[config.mk]
export PLATFORM = sky130hd
export DESIGN_NAME = branch_recovery_ctrl
export DESIGN_NICKNAME = d
export VERILOG_FILES = /design/src/rtl/branch_recovery_ctrl.sv
export SDC_FILE = /design/constraint.sdc
export NUM_CORES = 1
export LEC_CHECK = 0
export ABC_AREA = 1
export CAP_MARGIN = 0
export CORE_MARGIN = 5
export CORE_UTILIZATION = 40
export DETAILED_ROUTE_END_ITERATION = 8
export GPL_TIMING_DRIVEN = 0
export PLACE_DENSITY = 0.79
export SYNTH_ARGS = -nofsm -noshare
export SYNTH_HDL_FRONTEND = slang
export SYNTH_SLANG_ARGS = --single-unit
export TNS_END_PERCENT = 20
[constraint.sdc]
create_clock -name clk -period 7.5 [get_ports clk]
set_clock_uncertainty 0.05 [all_clocks]
set_input_delay 1.5 -clock clk [delete_from_list [all_inputs] [get_ports clk]]
set_output_delay 1.5 -clock clk [all_outputs]
set_load 0.02 [all_outputs]
[src/rtl/branch_recovery_ctrl.sv]
// Branch recovery sequencer: picks the oldest mispredict across resolution ports and
// runs checkpoint restore -> flush -> fetch redirect, stalling dispatch throughout.
module branch_recovery_ctrl #(
  parameter int ROB_WIDTH    = 4,
  parameter int DATA_WIDTH   = 32,
  parameter int PC_WIDTH     = 32,
  parameter int NUM_PORTS    = 2,
  parameter int FLUSH_CYCLES = 2
) (
  input  logic                           clk,
  input  logic                           reset,
  input  logic [NUM_PORTS-1:0]           i_br_valid,
  input  logic [NUM_PORTS-1:0]           i_br_mispredict,
  input  logic [NUM_PORTS*ROB_WIDTH-1:0] i_br_tag,
  input  logic [NUM_PORTS*PC_WIDTH-1:0]  i_br_target,
  input  logic [ROB_WIDTH-1:0]           i_rob_head,
  output logic                           o_restore,
  output logic [ROB_WIDTH-1:0]           o_restore_tag,
  input  logic [DATA_WIDTH-1:0]          i_restore_data,
  output logic                           o_restored_valid,
  output logic [DATA_WIDTH-1:0]          o_restored_state,
  output logic                           o_flush,
  output logic [ROB_WIDTH-1:0]           o_flush_tag,
  output logic                           o_redirect_valid,
  output logic [PC_WIDTH-1:0]            o_redirect_pc,
  output logic                           o_stall_dispatch
);

  localparam int CW = (FLUSH_CYCLES > 1) ? $clog2(FLUSH_CYCLES) : 1;

  if (FLUSH_CYCLES < 1) begin : g_bad_flush_cycles
    $error("branch_recovery_ctrl: FLUSH_CYCLES must be at least 1");
  end

  typedef enum logic [1:0] {IDLE, RESTORE, FLUSH, REDIRECT} state_t;

  state_t                state;
  logic [ROB_WIDTH-1:0]  pend_tag;
  logic [PC_WIDTH-1:0]   pend_pc;
  logic [CW-1:0]         flush_cnt;
  logic                  restored_valid_q;
  logic [DATA_WIDTH-1:0] restored_state_q;

  logic                  cand_found;
  logic [ROB_WIDTH-1:0]  cand_tag;
  logic [ROB_WIDTH-1:0]  cand_age;
  logic [PC_WIDTH-1:0]   cand_pc;
  logic [ROB_WIDTH-1:0]  port_tag;
  logic [ROB_WIDTH-1:0]  port_age;
  logic [ROB_WIDTH-1:0]  pend_age;
  logic                  preempt;

  // Oldest mispredict this cycle; strict compare keeps the lower port on equal age.
  always_comb begin
    cand_found = 1'b0;
    cand_tag   = '0;
    cand_age   = '0;
    cand_pc    = '0;
    port_tag   = '0;
    port_age   = '0;
    for (int p = 0; p < NUM_PORTS; p++) begin
      port_tag = i_br_tag[p*ROB_WIDTH +: ROB_WIDTH];
      port_age = port_tag - i_rob_head;
      if (i_br_valid[p] && i_br_mispredict[p]) begin
        if (!cand_found || (port_age < cand_age)) begin
          cand_found = 1'b1;
          cand_tag   = port_tag;
          cand_age   = port_age;
          cand_pc    = i_br_target[p*PC_WIDTH +: PC_WIDTH];
        end
      end
    end
  end

  assign pend_age = pend_tag - i_rob_head;
  assign preempt  = cand_found && (cand_age < pend_age);

  always_ff @(posedge clk) begin
    if (reset) begin
      state            <= IDLE;
      pend_tag         <= '0;
      pend_pc          <= '0;
      flush_cnt        <= '0;
      restored_valid_q <= 1'b0;
      restored_state_q <= '0;
    end else begin
      restored_valid_q <= 1'b0;
      case (state)
        IDLE: begin
          if (cand_found) begin
            pend_tag <= cand_tag;
            pend_pc  <= cand_pc;
            state    <= RESTORE;
          end
        end
        RESTORE: begin
          restored_state_q <= i_restore_data;
          if (preempt) begin
            pend_tag  <= cand_tag;
            pend_pc   <= cand_pc;
            flush_cnt <= '0;
            state     <= RESTORE;
          end else begin
            restored_valid_q <= 1'b1;
            flush_cnt        <= CW'(FLUSH_CYCLES - 1);
            state            <= FLUSH;
          end
        end
        FLUSH: begin
          // An older mispredict here also cancels the redirect the last flush cycle would lead to.
          if (preempt) begin
            pend_tag  <= cand_tag;
            pend_pc   <= cand_pc;
            flush_cnt <= '0;
            state     <= RESTORE;
          end else if (flush_cnt == '0) begin
            state <= REDIRECT;
          end else begin
            flush_cnt <= flush_cnt - 1'b1;
          end
        end
        REDIRECT: begin
          // Leaving REDIRECT behaves like IDLE: any new mispredict starts a fresh recovery.
          if (cand_found) begin
            pend_tag <= cand_tag;
            pend_pc  <= cand_pc;
            state    <= RESTORE;
          end else begin
            state <= IDLE;
          end
        end
        default: state <= IDLE;
      endcase
    end
  end

  assign o_restore        = (state == RESTORE);
  assign o_restore_tag    = (state == RESTORE) ? pend_tag : '0;
  assign o_restored_valid = restored_valid_q;
  assign o_restored_state = restored_state_q;
  assign o_flush          = (state == FLUSH);
  assign o_flush_tag      = (state == FLUSH) ? pend_tag : '0;
  assign o_redirect_valid = (state == REDIRECT);
  assign o_redirect_pc    = (state == REDIRECT) ? pend_pc : '0;
  assign o_stall_dispatch = (state != IDLE);

endmodule

==> flow_metrics.env <==
export IMPL_clockBufferDepth=2
export IMPL_cts_made_buffers=9
export IMPL_syn_area_per_cell_um2=6.65
export IMPL_swShare_pct=40.4
export IMPL_pin_count=191
export IMPL_die_h_um=109
export IMPL_finalSetupTns_ns=0
export IMPL_fmax_mhz=184
export IMPL_final_hold_viol_count=0
export IMPL_routed_wl_mm=13.2
export IMPL_combPwrFrac_pct=47.3
export IMPL_postCtsSetupRepairBufs=0
export IMPL_dpl_hpwl_mm=10.5
export IMPL_power_leakage_nw=2.92
export IMPL_post_route_drc_count=0
export IMPL_finalSetupViolCount=0
export IMPL_rows=36
export IMPL_root_buffer="clkbuf_8"
export IMPL_clkLatencyLatePin_ns=0.35
export IMPL_critPathKind="in -> reg"
export IMPL_die_area_mm2=0.0119
export IMPL_worst_pin_slew_ns=0.473
export IMPL_hold_ws_ns=0.427
export IMPL_yosys_warnings=0
export IMPL_vias=4406
export IMPL_fp_dieW_um=109
export IMPL_clk_pin_slew_worst_paths_ns=0.08
export IMPL_slew_headroom_pct=68.5
export IMPL_switchingPower_w=0.000689
export IMPL_final_antenna_net_count=0
export IMPL_synth_edf_count=0
export IMPL_finalCritPeriodShare_pct=72.3
export IMPL_ys_seq_area_share_pct=36.9
export IMPL_intPower_w=0.00102
export IMPL_grt_max_degree=14
export IMPL_synth_async_reset_ratio_pct=0
export IMPL_synth_cells=588
export IMPL_synth_distinct_cells=22
export IMPL_diodes=0
export IMPL_clkSinkCount=72
export IMPL_r2r_slack_ns=4.92
export IMPL_slew_violations=0
export IMPL_post_route_util_pct=64.0
export IMPL_arrival_ns=5.65
export IMPL_min_path_type="reg -> reg"
export IMPL_p_per_area_mw_per_mm2=277
export IMPL_yosys_area_top_type_share_pct=36.9
export IMPL_hold_buffers=0
export IMPL_area_growth_pct=57.9
export IMPL_drive_gt1_share_pct=3.40
export IMPL_core_area_mm2=0.00964
export IMPL_drtPass1Iterations=5
export IMPL_synth_seq_cells=72
export IMPL_syn_area_mm2=0.00391
export IMPL_period_minus_slack_ns=5.42
export IMPL_instances_no_fill=927
export IMPL_status="finished clean"
export IMPL_rsz0062_at_grt="no"
export IMPL_start_util_pct=40.6
export IMPL_viasPerCell=4.75
export IMPL_cts_resized_gates=0
export IMPL_avgRoutedWirePerCell_um=14.2
export IMPL_track_usage_pct=22.3
export IMPL_min_path_cells=2
export IMPL_place_inst=911
export IMPL_timing_max_cap_violations=0
export IMPL_r2r_cells=11
export IMPL_synth_flop_cell="dfxtp_1"
export IMPL_grt_pass1_vias=4561
export IMPL_grt_ovfl_total=0
export IMPL_synth_area_leaders="dfxtp_1, nand2_1, o21ai_0, nor2_1, inv_1"
export IMPL_post_place_ws_ns=1.77
export IMPL_htreeDepth=3
export IMPL_synth_fp_nets=725
export IMPL_yosysTopAreaCell="dfxtp_1"
export IMPL_antenna_found_initial=0
export IMPL_crit_fanout=10
export IMPL_vdd_drop_max_mv=0.177
export IMPL_setup_slack_ns=2.08
export IMPL_drtIter0Drc=220
export IMPL_port_buffers=190
export IMPL_grt_pass1_wl_mm=21.1
export IMPL_gp_congestion=0.842
export IMPL_crit_required_ns=7.72
export IMPL_critPathLaunchType="primary input"
export IMPL_nNetsFinal=926
export IMPL_power_frac_seq_pct=34.4
export IMPL_tritoncts="done"
export IMPL_post_synth_top_count_cell="nand2_1"
export IMPL_cp_end_kind="flip-flop"
export IMPL_ys_top_cells_by_count="nand2_1, o21ai_0, nor2_1"
export IMPL_clockPowerShare_pct=18.3
[critical path, cell delays in order]
cell and delay, ns:
clkdlybuf4s50_1 0.40, inv_1 0.25, ha_1 0.29, nand2_1 0.07, nor2_1 0.04, a211oi_1 0.26, o21ai_0 0.20, ha_1 0.33
nand2_1 0.05, inv_1 0.04, nand2_1 0.04, nand2_1 0.05, nand2_1 0.06, nand2_1 0.08, buf_2 0.25, inv_1 0.13
o21ai_0 0.24, ha_1 0.28, a211oi_1 0.40, nand2_4 0.15, nand2_8 0.13, buf_6 0.14, o21ai_0 0.08, a21oi_1 0.16
[routing by layer]
layer | global-route usage, % | vias to the layer above | part of all wire (%)
li1 | - | 2259 | -
met1 | 24.9 | 1944 | 40
met2 | 37.6 | 183 | 46
met3 | 10.2 | 20 | 12
met4 | 7.30 | 0 | 1.8
met5 | 0 | - | 0
[cells in the final DEF, fill, tap and decap left out, types with 2 or more instances in the layout]
cell and count:
clkinvlp_4 2, ha_1 20, a21oi_1 42, clkbuf_1 25, xor2_1 2, xnor2_1 5
clkbuf_8 9, a211oi_1 3, dfxtp_1 72, o21ai_1 26, buf_2 4, clkdlybuf4s50_1 190
o21ai_0 86, inv_6 2, buf_1 5, buf_6 4, nand2_1 143, nand3_1 4
nor2_1 73, inv_1 67, fa_1 3
[path summary, 6_finish.rpt]
check,endpoint,start
setup / recovery,pend_tag[0],i_rob_head[1]
hold / removal,flush_cnt,flush_cnt
setup reg to reg,pend_tag[0],pend_tag[2]
hold reg to reg,flush_cnt,flush_cnt
[sequential cells by signal, summed over array words and instances (netlist names)]
name              flops
pend_pc              32
o_restored_valid      1
o_restored_state     32
flush_cnt             1
state                 2
pend_tag              4
[cell type report]
type | instances | area, um2
Clock inverter | 6 | 67.6
Clock buffer | 10 | 128
Timing Repair Buffer | 190 | 1900
Sequential cell | 72 | 1440
Multi-Input combinational cell | 411 | 2040
Fill cell | 885 | 3470
Inverter | 68 | 255
Tap cell | 133 | 166
Buffer | 37 | 174
[through the flow]
| step | area (um2) | total power [W] |
|---|---|---|
| global placement | 5980 | 0.00137 |
| finish | 6170 | 0.00171 |
| CTS | 6170 | 0.00172 |
| floorplan | 3910 | 0.00106 |
| global route | 6170 | 0.00184 |
| detailed placement | 5980 | 0.00140 |
[power groups by stage]
stage | combinational (W) | sequential [W] | clock [W]
2_1_floorplan | 0.000409 | 0.000650 | 0
3_3_place_gp | 0.000789 | 0.000585 | 0
3_5_place_dp | 0.000810 | 0.000592 | 0
4_1_cts | 0.000817 | 0.000586 | 0.000317
5_1_grt | 0.000903 | 0.000602 | 0.000339
6_report | 0.000808 | 0.000587 | 0.000313
[logic make-up (layout without fill, tap and decap cells)]
| kind of cell | count (synthesis) | count (layout) | share of synthesized area [%] |
|---|---|---|---|
| buffers and inverters | 105 | 311 | 11.0 |
| adder cells (fa/ha/maj) | 23 | 23 | 7.94 |
| AND/OR/NAND/NOR | 224 | 224 | 22.4 |
| XOR/XNOR | 7 | 7 | 1.57 |
| AO/OA/AOI/OAI | 157 | 157 | 20.3 |
| flip-flops | 72 | 72 | 36.9 |
No activity file was read; power rests on OpenSTA's default activity.
